**src/rtl/dmem_arb_pkg.sv**
```systemverilog
// Shared types for the data-memory arbiter.
//   state_t  : transaction sequencer states (IDLE -> ISSUE -> RESP)
//   owner_t  : which requester owns the transaction in flight
//   MAX_WAIT_DEF : default bound on consecutive host arbitration losses
package dmem_arb_pkg;

  typedef enum logic [1:0] {
    IDLE  = 2'd0,
    ISSUE = 2'd1,
    RESP  = 2'd2
  } state_t;

  typedef enum logic {
    OWN_CPU  = 1'b0,
    OWN_HOST = 1'b1
  } owner_t;

  localparam int MAX_WAIT_DEF = 3;

endpackage

```
**src/rtl/dmem_arbiter.sv**
```systemverilog
// Two-port arbiter and sequencer for the single-port data memory.
// Each access is a fixed three-cycle transaction: grant (IDLE) -> ISSUE -> RESP,
// with the completion pulse in the following IDLE cycle. The CPU port has fixed
// priority; a saturating wait counter forces the host in after MAX_WAIT losses.
//
// Ports:
//   clk, rst                                   clock, async active-high reset
//   cpu_req/cpu_wr/cpu_addr/cpu_wdata          CPU request (held until cpu_done)
//   cpu_rdata, cpu_done, cpu_stall             CPU load data, completion, freeze
//   host_req/host_wr/host_addr/host_wdata      host request (held until host_ack)
//   host_rdata, host_ack                       host load data, completion
//   mem_addr, mem_wdata, mem_wr, mem_rdata     data-memory interface
module dmem_arbiter
  import dmem_arb_pkg::*;
#(
  parameter int DATA_W   = 32,
  parameter int ADDR_W   = 32,
  parameter int MAX_WAIT = MAX_WAIT_DEF
) (
  input  logic              clk,
  input  logic              rst,
  input  logic              cpu_req,
  input  logic              cpu_wr,
  input  logic [ADDR_W-1:0] cpu_addr,
  input  logic [DATA_W-1:0] cpu_wdata,
  output logic [DATA_W-1:0] cpu_rdata,
  output logic              cpu_done,
  output logic              cpu_stall,
  input  logic              host_req,
  input  logic              host_wr,
  input  logic [ADDR_W-1:0] host_addr,
  input  logic [DATA_W-1:0] host_wdata,
  output logic [DATA_W-1:0] host_rdata,
  output logic              host_ack,
  output logic [ADDR_W-1:0] mem_addr,
  output logic [DATA_W-1:0] mem_wdata,
  output logic              mem_wr,
  input  logic [DATA_W-1:0] mem_rdata
);

  localparam int WAIT_W = (MAX_WAIT < 1) ? 1 : $clog2(MAX_WAIT + 1);
  localparam logic [WAIT_W-1:0] WAIT_MAX = WAIT_W'(MAX_WAIT);

  state_t            state;
  owner_t            owner;
  logic [WAIT_W-1:0] wait_cnt;
  logic              txn_wr;

  logic              grant_any;
  logic              grant_host;
  logic              sel_wr;
  logic [ADDR_W-1:0] sel_addr;
  logic [DATA_W-1:0] sel_wdata;

  // Grant decision and request mux (used only in IDLE)
  always_comb begin
    grant_any  = cpu_req | host_req;
    grant_host = host_req & (~cpu_req | (wait_cnt == WAIT_MAX));
    if (grant_host) begin
      sel_wr    = host_wr;
      sel_addr  = host_addr;
      sel_wdata = host_wdata;
    end else begin
      sel_wr    = cpu_wr;
      sel_addr  = cpu_addr;
      sel_wdata = cpu_wdata;
    end
  end

  // cpu_done is registered, so the stall drops in the completion cycle itself.
  assign cpu_stall = cpu_req & ~cpu_done;

  // Transaction sequencer; mem_addr/mem_wdata double as the latched request.
  always_ff @(posedge clk or posedge rst) begin
    if (rst) begin
      state      <= IDLE;
      owner      <= OWN_CPU;
      wait_cnt   <= '0;
      txn_wr     <= 1'b0;
      mem_addr   <= '0;
      mem_wdata  <= '0;
      mem_wr     <= 1'b0;
      cpu_rdata  <= '0;
      host_rdata <= '0;
      cpu_done   <= 1'b0;
      host_ack   <= 1'b0;
    end else begin
      cpu_done <= 1'b0;
      host_ack <= 1'b0;
      case (state)
        IDLE: begin
          if (grant_any) begin
            mem_addr  <= sel_addr;
            mem_wdata <= sel_wdata;
            mem_wr    <= sel_wr;
            txn_wr    <= sel_wr;
            owner     <= grant_host ? OWN_HOST : OWN_CPU;
            if (grant_host) begin
              wait_cnt <= '0;
            end else if (host_req && (wait_cnt != WAIT_MAX)) begin
              wait_cnt <= wait_cnt + 1'b1;
            end
            state <= ISSUE;
          end
        end
        ISSUE: begin
          mem_wr <= 1'b0;
          state  <= RESP;
        end
        RESP: begin
          // Read data is valid one cycle after the address appeared in ISSUE.
          if (!txn_wr) begin
            if (owner == OWN_CPU) cpu_rdata  <= mem_rdata;
            else                  host_rdata <= mem_rdata;
          end
          if (owner == OWN_CPU) cpu_done <= 1'b1;
          else                  host_ack <= 1'b1;
          state <= IDLE;
        end
        default: begin
          mem_wr <= 1'b0;
          state  <= IDLE;
        end
      endcase
    end
  end

endmodule

```
**config.mk**
```make
export PLATFORM = sky130hd
export DESIGN_NAME = dmem_arbiter
export DESIGN_NICKNAME = d
export VERILOG_FILES = /design/src/rtl/dmem_arb_pkg.sv /design/src/rtl/dmem_arbiter.sv
export SDC_FILE = /design/constraint.sdc
export NUM_CORES = 1
export LEC_CHECK = 0
export CORE_ASPECT_RATIO = 1.75
export CORE_MARGIN = 5
export CORE_UTILIZATION = 41
export CTS_CLUSTER_SIZE = 8
export DETAILED_ROUTE_END_ITERATION = 8
export GPL_TIMING_DRIVEN = 1
export PLACE_DENSITY = 0.88
export SLEW_MARGIN = 20
export SYNTH_ARGS = -nofsm -noshare
export SYNTH_HDL_FRONTEND = slang
export SYNTH_SLANG_ARGS = --single-unit
```
**constraint.sdc**
```tcl
create_clock -name clk -period 11.8 [get_ports clk]
set_input_delay 1.18 -clock clk [delete_from_list [all_inputs] [get_ports clk]]
set_output_delay 1.18 -clock clk [all_outputs]
set_load 0.01 [all_outputs]
```
==> summary.md <==
| Metric | Value |
|---|---|
| Sw Ratio | between 30% and 40% |
| Outcome | complete, no violations |
| Period Utilization, post-route | around 31% |
| Slew Limit Headroom | 27.9% |
| Timing-limited maximum frequency | around 0.27 GHz |
| Mean post-synth cell area | between 10 and 15 µm² |
| Worst Setup Path Type | primary input to output port |
| Worst Setup End Kind | output port |
| Post-synthesis sequential area ratio | between 50% and 60% |
| Clock share of power | 22.1% |
| Post-layout min period | 3.69 ns |
| Worst-case register-to-register setup slack | 9.63 ns |
| Final Net Count | between 900 and 1000 |
| Post-DRT Antenna Nets | 0 |
| IR Drop Worst-Case VDD | 0.121 mV |
| Number of global-route vias before repair | 5653 |
| CTS buffer count | 17 |
| Finish-stage setup viols | 0 |
| Total number of vias | 5480 |
| Overall global routing resource usage | between 20% and 30% |
| Unrepaired setup endpoints after global routing | no |
| Routed length per instance | 19.6 µm |
| Startpoint of the worst setup timing path | cpu_req |
| Final standard cell count with taps included and fillers excluded | between 1000 and 1500 |
| Max-slew violation count | 0 |
| End of the worst register-to-register path | mem_wr$_DFFE_PP0P_ |
| Largest area contributor in the netlist | dfrtp_1 |
| Clock tree from TritonCTS | built |
| EDFF count, synth | 0 |
| Pwr per Cell Area | 257 nW/µm² |
| Syn_nets | ~720 |
| TritonRoute pass-1 iters | 5 |
| Std-Cell Core Area | ~15000 µm² |
| Clock sink total | 137 |
| # DRC | 0 |
| Worst Setup EP | cpu_stall |
| #FFs+latches synth | 137 |
| Total instance count after detailed placement | 976 |
| Initial antenna violation count | 2 |
| Number of max-cap violations | 0 |
| Fraction of registers with async set or reset after synthesis | 100% |
| Gate count after technology mapping | 548 |
| Post-cts gate resize count | 0 |
| Top Ports | 298 |
| Initial DRC count | 350 |
| Top post-synthesis cells by area | dfrtp_1 56%, mux2_4 7.3%, a31oi_1 6.6% |
| Leakage | 3.87 nW |
| Worst-path clk slew | about 0.060 ns |
| Number of buffer cells added on primary ports | a little under 300 |
| Final wirelength | 19800 µm |
| Clk_skew | 0.0111 ns |
| Clock tree buffer depth | 2 |
| Final GP Congestion | 0.820 |
| Global-route wire length before repair | 29700 µm |
| Clock latency on the worst-skew pair | 0.41 ns |
| Initial cell density of the core | 41.5% |
| Critical path data arrival time | 2.51 ns |
| Proportion of power drawn by flip-flops and latches | 33.3% |
| Area fraction of the dominant cell type after synthesis | 55.7% |
| Residual overflow from global routing | 0 |
| Netlist area before placement | 6160 µm² |
| Site Rows | 59 |
| Via density | 5.43 |
| Post-CTS repair timing setup buffer count | 0 |
| Relative contribution of combinational cells to total power | roughly 45% |
| Number of buffers inserted for hold repair after clock tree synthesis | 0 |
| Worst EP required | 10.62 ns |
| Die footprint | between 15000 and 20000 µm² |
| Total half-perimeter wirelength after legalization and detailed placement | between 10000 and 15000 µm |
| Warnings, synthesis | 0 |
| Layout-stage area growth over the synthesis result | 58.1% |
| Main flop type after synthesis | dfrtp_1 |
| Clk root buf | clkbuf_16 |
| R2r worst-path depth | 4 |
| Final number of hold-violating endpoints | 0 |
| Count of distinct cell types in the synthesized netlist | 32 |
| Largest fanout on the critical path | 5 |
| Sum of negative setup slack | 0 ns |
| Maximum number of pins on one net before global-route repair | 80 |
| Die Width | 103 µm |
| Actual slew at the worst max-slew pin | 1.08 ns |
| Critical Path Source Type | primary input |
| Hold/Removal Path Class | flop to flop |
| Cell-internal power | 1.67 mW |
| Maximum level of the CTS H-tree | 4 |
| Fraction of layout instances using a drive strength above 1 | 13.2% |
| Worst r2r src | wait_cnt[0]$_DFFE_PP0P_ |
| Die outline height | 172 µm |
| Power dissipated by switching net loads | 830 µW |
[critical path, stage by stage]
cell,delay [ns]
clkdlybuf4s50_1,0.61
nor2b_1,0.18
clkdlybuf4s50_1,0.55
[registers in the layout, indices dropped and copies added (netlist names)]
signal      flops
txn_wr          1
wait_cnt        2
cpu_rdata      32
mem_addr       32
owner           1
mem_wr          1
host_rdata     32
host_ack        1
mem_wdata      32
state           2
cpu_done        1
[Yosys cell counts, drive strengths merged, types with 2 or more instances]
cell type / count
o21ai: 68
nor2: 3
nand3: 65
buf: 29
nand2: 3
and2b: 2
dfrtp: 137
nor2b: 4
mux2: 65
or2: 2
clkbuf: 29
a21oi: 65
a31oi: 65
inv: 3
[power groups by stage]
stage	sequential, mW	combinational [mW]	clock [mW]
6_report	0.834	1.12	0.554
5_1_grt	0.862	1.20	0.587
4_1_cts	0.835	1.13	0.567
3_5_place_dp	0.839	1.13	0
3_3_place_gp	0.828	1.10	0
2_1_floorplan	0.926	0.424	0
[how the worst min path moves through the flow]
| stage | startpoint | endpoint | slack, ns | cells after the start |
|---|---|---|---|---|
| finish | owner$_DFFE_PP0P_ | cpu_done$_DFF_PP0_ | 0.49 | 1 |
| global route | cpu_rdata[19]$_DFFE_PP0P_ | cpu_rdata[19]$_DFFE_PP0P_ | 0.51 | 1 |
| CTS | owner$_DFFE_PP0P_ | cpu_done$_DFF_PP0_ | 0.49 | 1 |
| detailed placement | owner$_DFFE_PP0P_ | cpu_done$_DFF_PP0_ | 0.48 | 1 |
| global placement | cpu_rdata[16]$_DFFE_PP0P_ | cpu_rdata[16]$_DFFE_PP0P_ | 0.47 | 1 |
| floorplan | owner$_DFFE_PP0P_ | cpu_done$_DFF_PP0_ | 0.44 | 1 |
[layer usage]
| layer | vias up | GRT usage, % | share of wire (%) |
|---|---|---|---|
| met4 | 2 | 10.4 | 4.2 |
| li1 | 2550 | - | - |
| met1 | 2609 | 22.7 | 34 |
| met5 | - | 0 | 0.066 |
| met3 | 52 | 6.02 | 8.7 |
| met2 | 267 | 38.8 | 53 |
[cells by family after synthesis]
family,after synthesis,share of synthesized area [%]
DFF,137,55.7
AOI/OAI and AO/OA,200,17.7
buffers and inverters,61,5.47
adders and majority gates,1,0.203
and+or+nand+nor,84,7.29
muxes,65,13.7
[layout by cell type, fill, tap and decap left out, types with 3 or more instances in the layout]
master,count
clkdlybuf4s50_1,296
mux2_1,7
mux2_4,30
clkbuf_16,17
a31oi_1,65
inv_6,7
o21ai_0,68
mux2_2,28
nand3_1,65
buf_4,6
dfrtp_1,137
bufinv_16,3
a21oi_1,65
[area by class of cell]
cell class / instances / area, µm²
Antenna cell: 1 / 2.50
Timing Repair Buffer: 304 / 3030
Sequential cell: 137 / 3430
Clock inverter: 14 / 185
Clock buffer: 18 / 429
Inverter: 3 / 17.5
Fill cell: 1125 / 5100
Tap cell: 183 / 229
Multi-Input combinational cell: 350 / 2410
[metrics by stage]
| step | power, mW | utilization, % | area [µm²] | hold WS (ns) | setup WS [ns] |
|---|---|---|---|---|---|
| after floorplan | 1.35 | - | 6160 | 0.443 | 6.95 |
| after global placement | 1.93 | 61.3 | 9100 | 0.467 | 7.85 |
| after detailed placement | 1.96 | 61.3 | 9100 | 0.481 | 7.74 |
| after CTS | 2.53 | 65.5 | 9710 | 0.492 | 8.15 |
| after global routing | 2.65 | 65.6 | 9740 | 0.511 | 8.03 |
| final | 2.50 | 65.6 | 9740 | 0.494 | 8.11 |
(Power assumes the default switching activity.)
